==> config.mk <==
export PLATFORM = sky130hd
export DESIGN_NAME = pc_sequencer
export DESIGN_NICKNAME = d
export VERILOG_FILES = /design/src/rtl/pc_sequencer.sv
export SDC_FILE = /design/constraint.sdc
export NUM_CORES = 1
export LEC_CHECK = 0
export CORE_MARGIN = 2
export CORE_UTILIZATION = 46
export DETAILED_ROUTE_END_ITERATION = 10
export PLACE_DENSITY = 0.79
export SLEW_MARGIN = 20
export SYNTH_ARGS = -nofsm -noshare
export SYNTH_HDL_FRONTEND = slang
export SYNTH_SLANG_ARGS = --single-unit
export TNS_END_PERCENT = 50
==> constraint.sdc <==
create_clock -name clk -period 2.5 [get_ports clk]
set_clock_uncertainty 0.05 [all_clocks]
set_input_delay 0.5 -clock clk [delete_from_list [all_inputs] [get_ports clk]]
set_output_delay 0.5 -clock clk [all_outputs]
set_load 0.02 [all_outputs]
==> src/rtl/pc_sequencer.sv <==
// Fetch PC sequencer: sequential fetch, decode-stage redirects (branch/jump/register),
// stall-deferred redirects via a pending target, and a fault vector for misaligned register targets.
module pc_sequencer #(
  parameter logic [31:0] RESET_PC = 32'h0000_3000,
  parameter logic [31:0] FAULT_PC = 32'h0000_4180
) (
  input  logic        clk,
  input  logic        reset_n,
  input  logic        stall,
  input  logic        redir_valid,
  output logic        redir_ready,
  input  logic [1:0]  redir_kind,
  input  logic        redir_taken,
  input  logic [31:0] redir_instr,
  input  logic [31:0] redir_pc,
  input  logic [31:0] redir_reg,
  output logic [31:0] pc,
  output logic [31:0] pc_plus4,
  output logic        fault
);

  typedef enum logic [1:0] {
    RUN   = 2'd0,
    PEND  = 2'd1,
    FLUSH = 2'd2
  } state_e;

  state_e      state_q, state_d;
  logic [31:0] pc_q, pc_d;
  logic [31:0] pend_q, pend_d;
  logic        fault_q, fault_d;

  logic        accept_s;
  logic        effective_s;
  logic        misalign_s;
  logic [31:0] target_s;
  logic [31:0] br_target_s;
  logic [31:0] jmp_target_s;
  logic        unused_instr_hi_s;

  assign unused_instr_hi_s = ^redir_instr[31:26];

  // Redirect decode: candidate target and whether the accepted redirect changes the PC
  always_comb begin
    br_target_s  = redir_pc + 32'd4 + {{14{redir_instr[15]}}, redir_instr[15:0], 2'b00};
    jmp_target_s = {redir_pc[31:28], redir_instr[25:0], 2'b00};
    accept_s     = redir_valid && (state_q == RUN);
    effective_s  = 1'b0;
    target_s     = br_target_s;
    case (redir_kind)
      2'b00: begin
        effective_s = redir_taken;
        target_s    = br_target_s;
      end
      2'b01: begin
        effective_s = 1'b1;
        target_s    = jmp_target_s;
      end
      2'b10: begin
        effective_s = 1'b1;
        target_s    = redir_reg;
      end
      default: begin
        effective_s = 1'b0;
        target_s    = br_target_s;
      end
    endcase
    misalign_s = accept_s && (redir_kind == 2'b10) && (redir_reg[1:0] != 2'b00);
  end

  // Next-state and next-PC selection
  always_comb begin
    state_d = state_q;
    pc_d    = pc_q;
    pend_d  = pend_q;
    fault_d = 1'b0;
    case (state_q)
      RUN: begin
        if (misalign_s) begin
          // Fault vector wins over a concurrent stall
          pc_d    = FAULT_PC;
          fault_d = 1'b1;
          state_d = FLUSH;
        end else if (accept_s && effective_s) begin
          if (stall) begin
            pend_d  = target_s;
            state_d = PEND;
          end else begin
            pc_d = target_s;
          end
        end else if (!stall) begin
          pc_d = pc_q + 32'd4;
        end else begin
          pc_d = pc_q;
        end
      end
      PEND: begin
        if (!stall) begin
          pc_d    = pend_q;
          state_d = RUN;
        end else begin
          pc_d = pc_q;
        end
      end
      FLUSH: begin
        state_d = RUN;
        if (!stall) begin
          pc_d = pc_q + 32'd4;
        end else begin
          pc_d = pc_q;
        end
      end
      default: begin
        state_d = RUN;
        pc_d    = pc_q;
      end
    endcase
  end

  // State, PC, pending target and fault registers
  always_ff @(posedge clk or negedge reset_n) begin
    if (!reset_n) begin
      state_q <= RUN;
      pc_q    <= RESET_PC;
      pend_q  <= 32'd0;
      fault_q <= 1'b0;
    end else begin
      state_q <= state_d;
      pc_q    <= pc_d;
      pend_q  <= pend_d;
      fault_q <= fault_d;
    end
  end

  assign pc          = pc_q;
  assign pc_plus4    = pc_q + 32'd4;
  assign fault       = fault_q;
  assign redir_ready = (state_q == RUN);

endmodule

==> qor.yml <==
fin_ws_ns: -0.5305
max_freq_mhz: 330.0
leakage_nw: 5.284
p_per_area_nw_per_um2: 816.8
synth_edf_count: 0
required_ns: 2.65
setup_viol: 43
grt_start_max_net_pins: 29
die_w_um: 125.1
fin_nets: 1372
cts_buffers: 9
gp_congestion: 0.9551
num_rows: 44
coreArea_sq_um: 14420
irDropWorstVdd_v: 0.0004611
synthFlopType: "dfrtp_1"
via_count: 8609
synth_area_per_cell_sq_um: 8.005
vias_per_cell: 6.189
status: "complete, but fails checks"
ys_types: 77
cts.clk_slew.worst_paths_ns: 0.06
io_buffers: 162
drt-initial-drc-count: 917
cp-start-kind: "input pin"
clock_latency_ns: 0.34
grt_first_pass_wirelength_mm: 42.24
wl_per_cell_um: 20.79
hold_ws_ns: 0.1785
hpwl_mm: 18.86
routed_wl_mm: 28.92
grt_setup_unrepaired: "yes"
dieHeight_um: 125.1
grt_overflow: 0
seqCellArea_sq_um: 1684
ios: 169
maxSlewViolCount: 0
ys_warn_count: 0
htreeDepth: 3
synth.ff_latch_count: 67
worst_path_max_delay_cell: "or3_4"
post-route-period-util_pct: 121.2
r2r_slack_ns: -0.03
crit_family: "compound AO/OA/AOI/OAI gates"
synth_nets: 1012
async_flop_share_pct: 100.0
antenna_cells: 0
cts_buffer_depth: 2
final_common_cell: "buf_4"
cpPeakStageDelay_ns: 0.48
end_kind: "flip-flop"
cts_tree: "done"
timing.critical_path.mode_cell: "ha_4"
synthToLayoutAreaGrowth_pct: 78.02
multi_input_area_sq_um: 6238
period_minus_slack_ns: 3.030
violations: "setup timing"
final_util_pct: 83.19
layout-drive-gt1-share_pct: 43.33
synth_area_sq_um: 6740
postRouteAntennaNets: 0
cts.sinks: 67
path_class: "in -> reg"
dp_cells: 1339
grt_pass1_vias: 8197
maxCapViolations: 0
slew_headroom_pct: 50.29
drc_errors: 0
hp-class: "in -> async"
critPathArrivalTime_ns: 3.18
n_fill_cell: 776
hold_buffers: 0
p_total_w: 0.009801
seq_area_frac_synth_pct: 24.91
most-common-layout-cells: "229 x buf_4, 93 x clkdlybuf4s50_1, 78 x nand2_1"
start_util_pct: 46.73
worst-path-buf-inv: 2
worst_pin_slew_ns: 0.7456
antenna_found_initial: 0
dr.pass1.iters: 7
gr-usage-all-layers_pct: 32.98
synthCells: 842
cts.root.buffer_cell: "clkbuf_16"
die_area_sq_um: 15640
stdcell_count: 1391
path_max_fanout: 5
hold_violations: 0
crit_chain: "clkdlybuf4s15_1 > ha_4 > ha_4 > buf_6 > nand3_1 > or3_4 > o2bb2ai_2 > nor4_4 > nand4_1 > o2111ai_4 > a222oi_1 > a21oi_1"
## report_power, final
group,switching [W],internal (W)
clock,0.000470,0.000694
combinational,0.00358,0.00308
sequential,0.000389,0.00159
## sequential cells by signal (all words and copies together) (netlist names)
signal and cells:
pc 32, pend_q 32, state_q 2, fault 1
## kinds of logic (layout without fill, tap and decap cells)
group,count (synthesis),count (layout),share of synthesized area (%)
AO/OA/AOI/OAI,271,271,26.40
XOR/XNOR,72,72,9.356
adder cells (fa/ha/maj),67,67,12.55
buffers and inverters,76,441,5.439
flip-flops,67,67,24.91
multiplexers,13,13,2.060
AND/OR/NAND/NOR,276,276,19.29
## layout make-up
type                    instances  share of cell area [%]
flip-flops and latches         67                   14.04
clock inverters                 3                  0.1251
repair buffers                405                   29.22
well taps                     184                   1.919
multi-input cells             699                   51.99
clock buffers                  13                   2.086
inverters                      20                  0.6257
## synthesized netlist by cell type (5+ instances only)
cell / number / share of area [%]
a22o_1: 8 / 1.0
mux2_2: 6 / 1.0
a22oi_1: 17 / 1.9
nand2_1: 90 / 5.0
inv_1: 18 / 1.0
o21ai_0: 65 / 4.8
a31oi_1: 10 / 0.93
o211ai_1: 11 / 1.2
and3_1: 10 / 0.93
a21oi_1: 66 / 4.9
dfrtp_1: 65 / 24
a21o_1: 10 / 1.1
o21a_1: 7 / 0.78
nand4_1: 8 / 0.74
or3_1: 5 / 0.46
a221oi_1: 16 / 2.1
a211oi_1: 5 / 0.56
ha_1: 66 / 12
nand3_1: 25 / 1.9
clkbuf_1: 38 / 2.1
mux2i_1: 6 / 0.89
xor2_1: 39 / 5.1
a222oi_1: 9 / 1.3
a221o_1: 8 / 1.2
o31ai_1: 5 / 0.56
nor3_1: 18 / 1.3
xnor2_1: 33 / 4.3
nor2_1: 86 / 4.8
o21ai_1: 12 / 0.89
## routing by layer
layer  part of all wire, %  wire (um)  GRT usage [%]  up-vias
met5                     0          0              0        -
met4                   3.8       1099          9.346        0
met3                   8.9       2583          5.178      107
met2                    48      13880          56.33      583
met1                    39      11350          43.46     4086
li1                      -          -              -     3833
## repair_timing
item | CTS | global route
cloned | 0 | 0
resized for setup | 336 | 143
setup buffers | 24 | 15
pin swaps | 92 | 87
hold endpoints to repair | 0 | 0
endpoints found under the setup margin | 81 | 75
## path summary, 6_finish.rpt
path	cells past startpoint	from	end
min in group clk	2	pend_q[10]	pend_q[10]
worst max-delay path	12	redir_pc[14]	pc[21]
worst min-delay path	1	reset_n	pc[6]
max in group asynchronous	2	reset_n	pc[2]
worst min register to register	2	pend_q[10]	pend_q[10]
worst max register to register	12	pc[3]	pc[28]
## per-stage QoR
| step | instance area (sq um) | worst slack (ns) | setup TNS, ns |
|---|---|---|---|
| after global placement | 10290 | -1.034 | -45.59 |
| after CTS | 11450 | -0.3044 | -5.184 |
| after detailed placement | 10290 | -1.082 | -48.71 |
| after floorplan | 7136 | -0.3854 | -3.439 |
| final | 12000 | -0.5305 | -7.818 |
| after global routing | 12000 | -0.5622 | -11.51 |
(Power assumes the default switching activity.)
